File: src/rtl/floo_edge_isolator.sv
// Per-channel edge buffer with drain-then-isolate control and saturating flit counters.
// Each channel is an independent valid/ready FIFO that can be quiesced without touching the others.
module floo_edge_isolator #(
  parameter int unsigned NumChannels = 4,
  parameter int unsigned DataWidth   = 64,
  parameter int unsigned FifoDepth   = 4,
  parameter int unsigned CntWidth    = 16
) (
  input  logic                            clk_i,
  input  logic                            rst_i,
  input  logic [NumChannels-1:0]          in_valid_i,
  output logic [NumChannels-1:0]          in_ready_o,
  input  logic [NumChannels*DataWidth-1:0] in_data_i,
  output logic [NumChannels-1:0]          out_valid_o,
  input  logic [NumChannels-1:0]          out_ready_i,
  output logic [NumChannels*DataWidth-1:0] out_data_o,
  input  logic [NumChannels-1:0]          isolate_i,
  output logic [NumChannels-1:0]          isolated_o,
  input  logic                            clear_cnt_i,
  output logic [NumChannels*CntWidth-1:0] flit_cnt_o
);

  localparam int unsigned AddrWidth = $clog2(FifoDepth);
  localparam int unsigned PtrWidth  = AddrWidth + 1;

  typedef enum logic [1:0] {StActive, StDrain, StIsolated} state_e;

  for (genvar c = 0; c < NumChannels; c++) begin : gen_chan
    logic [PtrWidth-1:0]  wr_ptr_q, wr_ptr_d;
    logic [PtrWidth-1:0]  rd_ptr_q, rd_ptr_d;
    logic [DataWidth-1:0] mem_q [FifoDepth];
    logic [CntWidth-1:0]  cnt_q, cnt_d;
    state_e               state_q, state_d;
    logic                 empty, full, push, pop, empty_next;

    assign empty = (wr_ptr_q == rd_ptr_q);
    assign full  = (wr_ptr_q[PtrWidth-1] != rd_ptr_q[PtrWidth-1]) &&
                   (wr_ptr_q[AddrWidth-1:0] == rd_ptr_q[AddrWidth-1:0]);

    // Handshake signals depend on registered state only.
    assign in_ready_o[c]  = (state_q == StActive) && !full;
    assign out_valid_o[c] = (state_q != StIsolated) && !empty;
    assign isolated_o[c]  = (state_q == StIsolated);
    assign out_data_o[c*DataWidth +: DataWidth] = mem_q[rd_ptr_q[AddrWidth-1:0]];
    assign flit_cnt_o[c*CntWidth +: CntWidth]   = cnt_q;

    assign push = in_valid_i[c] && in_ready_o[c];
    assign pop  = out_valid_o[c] && out_ready_i[c];

    always_comb begin
      wr_ptr_d = wr_ptr_q;
      rd_ptr_d = rd_ptr_q;
      cnt_d    = cnt_q;
      state_d  = state_q;
      if (push) wr_ptr_d = wr_ptr_q + PtrWidth'(1);
      if (pop)  rd_ptr_d = rd_ptr_q + PtrWidth'(1);
      empty_next = (wr_ptr_d == rd_ptr_d);

      if (clear_cnt_i) begin
        cnt_d = '0;
      end else if (pop && (cnt_q != {CntWidth{1'b1}})) begin
        cnt_d = cnt_q + CntWidth'(1);
      end

      unique case (state_q)
        StActive: begin
          if (isolate_i[c]) state_d = StDrain;
        end
        StDrain: begin
          // A dropped request keeps the buffered flits and resumes normal flow.
          if (!isolate_i[c])   state_d = StActive;
          else if (empty_next) state_d = StIsolated;
        end
        StIsolated: begin
          if (!isolate_i[c]) state_d = StActive;
        end
        default: state_d = StActive;
      endcase
    end

    always_ff @(posedge clk_i or posedge rst_i) begin
      if (rst_i) begin
        wr_ptr_q <= '0;
        rd_ptr_q <= '0;
        cnt_q    <= '0;
        state_q  <= StActive;
      end else begin
        wr_ptr_q <= wr_ptr_d;
        rd_ptr_q <= rd_ptr_d;
        cnt_q    <= cnt_d;
        state_q  <= state_d;
      end
    end

    always_ff @(posedge clk_i or posedge rst_i) begin
      if (rst_i) begin
        for (int i = 0; i < FifoDepth; i++) mem_q[i] <= '0;
      end else if (push) begin
        mem_q[wr_ptr_q[AddrWidth-1:0]] <= in_data_i[c*DataWidth +: DataWidth];
      end
    end
  end

endmodule

File: config.mk
export PLATFORM = sky130hd
export DESIGN_NAME = floo_edge_isolator
export DESIGN_NICKNAME = d
export VERILOG_FILES = /design/src/rtl/floo_edge_isolator.sv
export SDC_FILE = /design/constraint.sdc
export NUM_CORES = 2
export LEC_CHECK = 0
export CAP_MARGIN = 10
export CORE_MARGIN = 1
export CORE_UTILIZATION = 50
export DETAILED_ROUTE_END_ITERATION = 8
export GPL_TIMING_DRIVEN = 0
export PLACE_DENSITY = 0.73
export SYNTH_ARGS = -nofsm -noshare
export SYNTH_HDL_FRONTEND = slang
export SYNTH_SLANG_ARGS = --single-unit
File: constraint.sdc
create_clock -name clk_i -period 105.6 [get_ports clk_i]
set_input_delay 15.84 -clock clk_i [delete_from_list [all_inputs] [get_ports clk_i]]
set_output_delay 15.84 -clock clk_i [all_outputs]
set_load 0.02 [all_outputs]
Word level (Yosys, flattened, before mapping)
Index checks and enable logic that the tools add are counted.
{"block": "op_classes", "n_addsub": 12, "n_mul": 0, "div": 0, "order_cmp": 12, "eq_ne": 44, "shifts": 0, "n_mux": 60, "n_bitwise": 8, "n_reduce_logical": 48}
{"op": "bitwise mux 256 bit", "n": 4}
{"op": "2-to-1 mux 64 bit", "n": 12}
{"op": "binary-select mux 64 bit (select 2 bit)", "n": 4}
{"op": "demux 64 bit (select 2 bit)", "n": 4}
{"op": "2-to-1 mux 16 bit", "n": 8}
{"op": "adder 16 x 1 -> 16 bit, second input constant", "n": 4}
{"op": "inequality test 16 bit, second input constant", "n": 4}
{"op": "2-to-1 mux 2 bit", "n": 16}
{"op": "logical AND 1 bit", "n": 28}
{"op": "adder 3 x 1 -> 3 bit, second input constant", "n": 8}
{"op": "== test 3 bit", "n": 8}
{"op": "greater-or-equal comparator 3 bit, second input constant", "n": 8}
{"op": "2-to-1 mux 3 bit", "n": 8}
{"op": "inequality test 2 bit, second input constant", "n": 12}
{"op": "inverter 2 -> 3 bit", "n": 8}
{"op": "one-hot mux 2 bit (3 select lines)", "n": 4}
{"op": "less-than comparator 3 x 1 -> 1 bit, second input constant", "n": 4}
{"op": "inequality test 3 bit, second input constant", "n": 4}
{"op": "AND reduction 3 bit", "n": 4}
{"op": "== test 2 x 1 -> 1 bit, second input constant", "n": 4}
{"op": "== test 2 bit", "n": 4}
{"op": "== test 2 bit, second input constant", "n": 4}
{"op": "zero test 1 bit", "n": 8}
{"op": "zero test 2 bit", "n": 4}
{"op": "other kinds (2)", "n": 8}
{"block": "word_totals", "regBits": 1120, "latchBits": 0, "mem_bits_rw": 0, "mem_bits_ro": 0, "in_bits": 271, "output_inout_bits": 332, "mem_count": 0}

Depth between registers and ports, before layout
{"block": "logic_depth", "depth_word": 10, "depth_mapped": 8, "depth_no_buf": 6}

Least setup slack after synthesis
No wires, ideal clock.
{"block": "synth_path", "path_type": "reg-to-output", "startpoint": "register gen_chan[0].rd_ptr_q[0]", "endpoint": "output port out_data_o[10]", "t_arrival_ps": 1990, "t_required_ps": 89760, "slack_ps": 87770, "stages_incl_launch_ff": 4, "n_path_buf": 2, "path_cell_list": "dfrtp_1 -> buf_1 -> buf_1 -> mux4_2"}
{"block": "synth_between", "elab_chain_cells": 4}
{"element": "start, declared", "line": "30", "source": "logic [PtrWidth-1:0] rd_ptr_q, rd_ptr_d;"}
{"element": "start signal, assigned", "line": "89", "source": "rd_ptr_q <= rd_ptr_d;"}
{"element": "inverter 2 -> 3 bit (implied by the code)", "line": "44", "source": "assign out_data_o[c*DataWidth +: DataWidth] = mem_q[rd_ptr_q[AddrWidth-1:0]];"}
{"element": "binary-select mux 64 bit (select 2 bit)", "line": "44"}
{"element": "2-to-1 mux 64 bit (implied by the code) (2 in a row)", "line": "44"}
{"element": "end, declared", "line": "16", "source": "output logic [NumChannels*DataWidth-1:0] out_data_o,"}
No other way between the ends. The select of a mux whose other input is x is not followed.

Worst setup path after layout
{"block": "layout_path", "startpoint": "register gen_chan[3].rd_ptr_q[0]", "endpoint": "output port out_data_o[216]"}
{"block": "layout_between", "elab_chain_cells": 4}
{"element": "start, declared", "line": "30"}
{"element": "start signal, assigned", "line": "89"}
{"element": "inverter 2 -> 3 bit (implied by the code)", "line": "44"}
{"element": "binary-select mux 64 bit (select 2 bit)", "line": "44"}
{"element": "2-to-1 mux 64 bit (implied by the code) (2 in a row)", "line": "44"}
No other way between the ends. The select of a mux whose other input is x is not followed.

==> results.py <==
metrics = {
    "clocking": {
        "numCtsBuffers": 116,
        "cts_hold_repair.buffers": 0,
        "cts.repair_timing.setup_buffer_count": 0,
        "clock_tree_from_tritoncts": "yes",
        "h-tree-depth": 3,
        "post_cts_resized": 0,
        "clockBufferDepth": 3,
        "sinks_on_clock_net": 1120,
        "worstSkewPairLatency_ns": 0.72,
        "clk_pin_slew_worst_paths_ns": 0.06,
        "clock-root-buffer": "sky130_fd_sc_hd__clkbuf_16",
    },
    "global_routing": {
        "grt_pass1_vias": 31100,
        "grt.overflow.total": 0,
        "grt_first_pass_wirelength_mm": 185,
        "grt_max_degree": 123,
        "initial_antenna_violation_count": 22,
        "grt.total_usage": 0.241,
    },
    "setup_path": {
        "worstSetupEndpointType": "output pin",
        "slowest_delay_ns": 0.75,
        "timing.critical_path.cells": "buf_1, buf_1, mux4_2, clkdlybuf4s50_1",
        "critPathBufInv": 3,
        "cp_common_cell": "sky130_fd_sc_hd__buf_1",
        "timing_worst_setup_path_type": "register to output pin",
        "critPathArrivalTime_ns": 3.81,
        "worst-r2r-setup-slack_ns": 102.70,
        "critical_path_rt_ns": 89.76,
        "timing.critical_path.slowest_stage_cell": "sky130_fd_sc_hd__buf_1",
        "cp-startpoint": "gen_chan[3].rd_ptr_q[0]$_DFF_PP0_",
        "reg2reg_from": "gen_chan[2].wr_ptr_q[0]$_DFF_PP0_",
        "timing.critical_path.max_delay_family": "buffers and inverters",
        "worst_setup_path_start_kind": "register",
        "worst-path-max-fanout": 10,
    },
    "die": {
        "dieWidth_um": 316,
        "coreArea_mm2": 0.0973,
        "num_io_pins": 603,
        "placementRows": 114,
        "floorplan.die.height_um": 316,
        "overall_die_area_mm2": 0.100,
        "floorplan.initialDensity": 0.508,
    },
    "logic_synthesis": {
        "syn_inst": 3071,
        "yosysSeqAreaShare": 0.568,
        "total_of_flip_flops_plus_latches_after_synthesis": 1120,
        "synth.net_count": 3366,
        "synth_ff_type": "sky130_fd_sc_hd__dfrtp_1",
        "async_flop_share": 1.00,
        "yosys_warns": 0,
        "synth_top_area_cell": "sky130_fd_sc_hd__dfrtp_1",
        "synth.area.top_cells": "sky130_fd_sc_hd__dfrtp_1 (57%), sky130_fd_sc_hd__mux2_2 (24%), sky130_fd_sc_hd__mux4_2 (12%)",
        "yosysMostFrequentCell": "sky130_fd_sc_hd__dfrtp_1",
        "number_of_synthesized_flops_with_an_enable_pin": 0,
        "yosys.area.top_type_share": 0.568,
        "synth.top_cells.by_count": "sky130_fd_sc_hd__dfrtp_1 (1,120), sky130_fd_sc_hd__mux2_2 (1,032), sky130_fd_sc_hd__mux4_2 (256), sky130_fd_sc_hd__buf_2 (102), sky130_fd_sc_hd__nor2_1 (70)",
        "post_synth_instance_area_mm2": 0.0494,
        "synth_cell_types": 63,
        "synthesis.area_per_instance_um2": 16.1,
    },
    "routing": {
        "drc_errors": 0,
        "initialDrtViolationCount": 1522,
        "route.detailed.wl_per_inst_um": 23.0,
        "post_drt_via_cell_ratio": 5.63,
        "dr.pass1.iters": 5,
        "ant_nets": 0,
        "num_vias": 29200,
        "finalWirelength_mm": 119,
    },
    "sta": {
        "fmax_mhz": 50.9,
        "report.final.slew_viol_count": 0,
        "setup_ws_ns": 85.96,
        "finalSetupTns_ns": 0,
        "finalSetupViolations": 0,
        "final.setup_skew_ns": 0.0335,
        "fin_crit_ns": 19.64,
        "report.final.hold_viol_count": 0,
        "rsz0062_at_grt": "no",
        "worst-slew-pin-transition_ns": 1.11,
        "layout_worst_path_cycle_share": 0.186,
        "timing.slew.headroom": 0.260,
    },
    "run_status": {
        "outcome": "finished clean",
    },
    "placement": {
        "pre_cts_worst_setup_slack_ns": 86.61,
        "detailed_place_hpwl_mm": 83.7,
        "gp_routability_congestion": 0.807,
        "placement.io_buffers": 602,
    },
    "power": {
        "power_per_cell_area_mw_per_mm2": 35.6,
        "p_leak_uw": 0.0255,
        "maximum_vdd_drop_mv": 0.0230,
    },
    "flow_run": {
        "timing.max_cap.violations": 0,
    },
    "layout": {
        "area_growth_pct": 24.1,
        "nNetsFinal": 4096,
        "share_of_post_route_cells_with_drive_strength_above_1": 0.410,
    },
    "min_path": {
        "hp-class": "register to register",
        "timing.hold.worst.start": "gen_chan[1].mem_q[121]$_DFFE_PP0P_",
    },
}
-- cell families after synthesis --
group,after synthesis,share of synthesized area
AOI/OAI and AO/OA,103,0.0153
adders and majority gates,24,0.00608
xor gates and xnor gates,79,0.0140
DFF,1120,0.568
buffers and inverters,214,0.0189
and+or+nand+nor,235,0.0245
muxes,1296,0.354
-- metal layers --
layer  global-route usage  vias to the layer above  share of wire  wire length, um
li1                     -                    13000              -                -
met5                    0                        -         0.0013              159
met2                0.388                      594           0.49            57800
met3               0.0765                      178          0.072             8530
met1                0.317                    15500           0.42            50000
met4               0.0652                       24          0.022             2640
-- final cells by class --
cell class,instances,area [um2]
fill,7315,36000
sequential,1120,28000
multi-input combinational,1737,20400
timing repair buffer,612,6300
clock buffer,175,3490
tap,1276,1600
buffer,183,815
clock inverter,40,488
inverter,31,124
antenna,11,27.5
-- state kept, by name (all words and copies together) (netlist names) --
signal,flops
gen_chan.wr_ptr_q,12
gen_chan.cnt_q,64
gen_chan.rd_ptr_q,12
gen_chan.mem_q,1024
gen_chan.state_q,8
-- worst paths after layout --
kind / end / depth (start not counted)
worst max-delay path: out_data_o[216] / 4
worst min-delay path: gen_chan[1].mem_q[121]$_DFFE_PP0P_ / 1
worst max register to register: gen_chan[2].cnt_q[1]$_DFFE_PP0P_ / 6
worst min register to register: gen_chan[1].mem_q[121]$_DFFE_PP0P_ / 1
max in group asynchronous: gen_chan[0].mem_q[85]$_DFFE_PP0P_ / 6
min in group asynchronous: gen_chan[2].mem_q[105]$_DFFE_PP0P_ / 2
-- placed cells by master (no fill, tap or decap), types with 32 or more instances in the layout --
cell / instances
sky130_fd_sc_hd__mux4_2: 256
sky130_fd_sc_hd__clkbuf_1: 76
sky130_fd_sc_hd__clkbuf_16: 119
sky130_fd_sc_hd__dfrtp_1: 1120
sky130_fd_sc_hd__clkdlybuf4s50_1: 602
sky130_fd_sc_hd__nand3_1: 32
sky130_fd_sc_hd__buf_2: 102
sky130_fd_sc_hd__xnor2_1: 66
sky130_fd_sc_hd__nor2_1: 70
sky130_fd_sc_hd__nand2_1: 37
sky130_fd_sc_hd__mux2_2: 1032
-- through the flow --
stage	utilization	instance area (um2)	hold WS (ns)	total power, uW	std cells
CTS	0.630	61300	0.500	2200	5174
global route	0.630	61300	0.508	2290	5182
detailed placement	0.589	57300	0.477	1770	4959
floorplan	-	49400	0.447	1390	3071
global placement	0.586	57000	0.458	1760	4949
finish	0.630	61300	0.498	2180	5185
-- report_power, final --
| group | switching [uW] | internal (uW) | total, uW |
|---|---|---|---|
| combinational | 461 | 558 | 1020 |
| sequential | 101 | 638 | 739 |
| clock | 171 | 251 | 422 |
(Power assumes the default switching activity.)
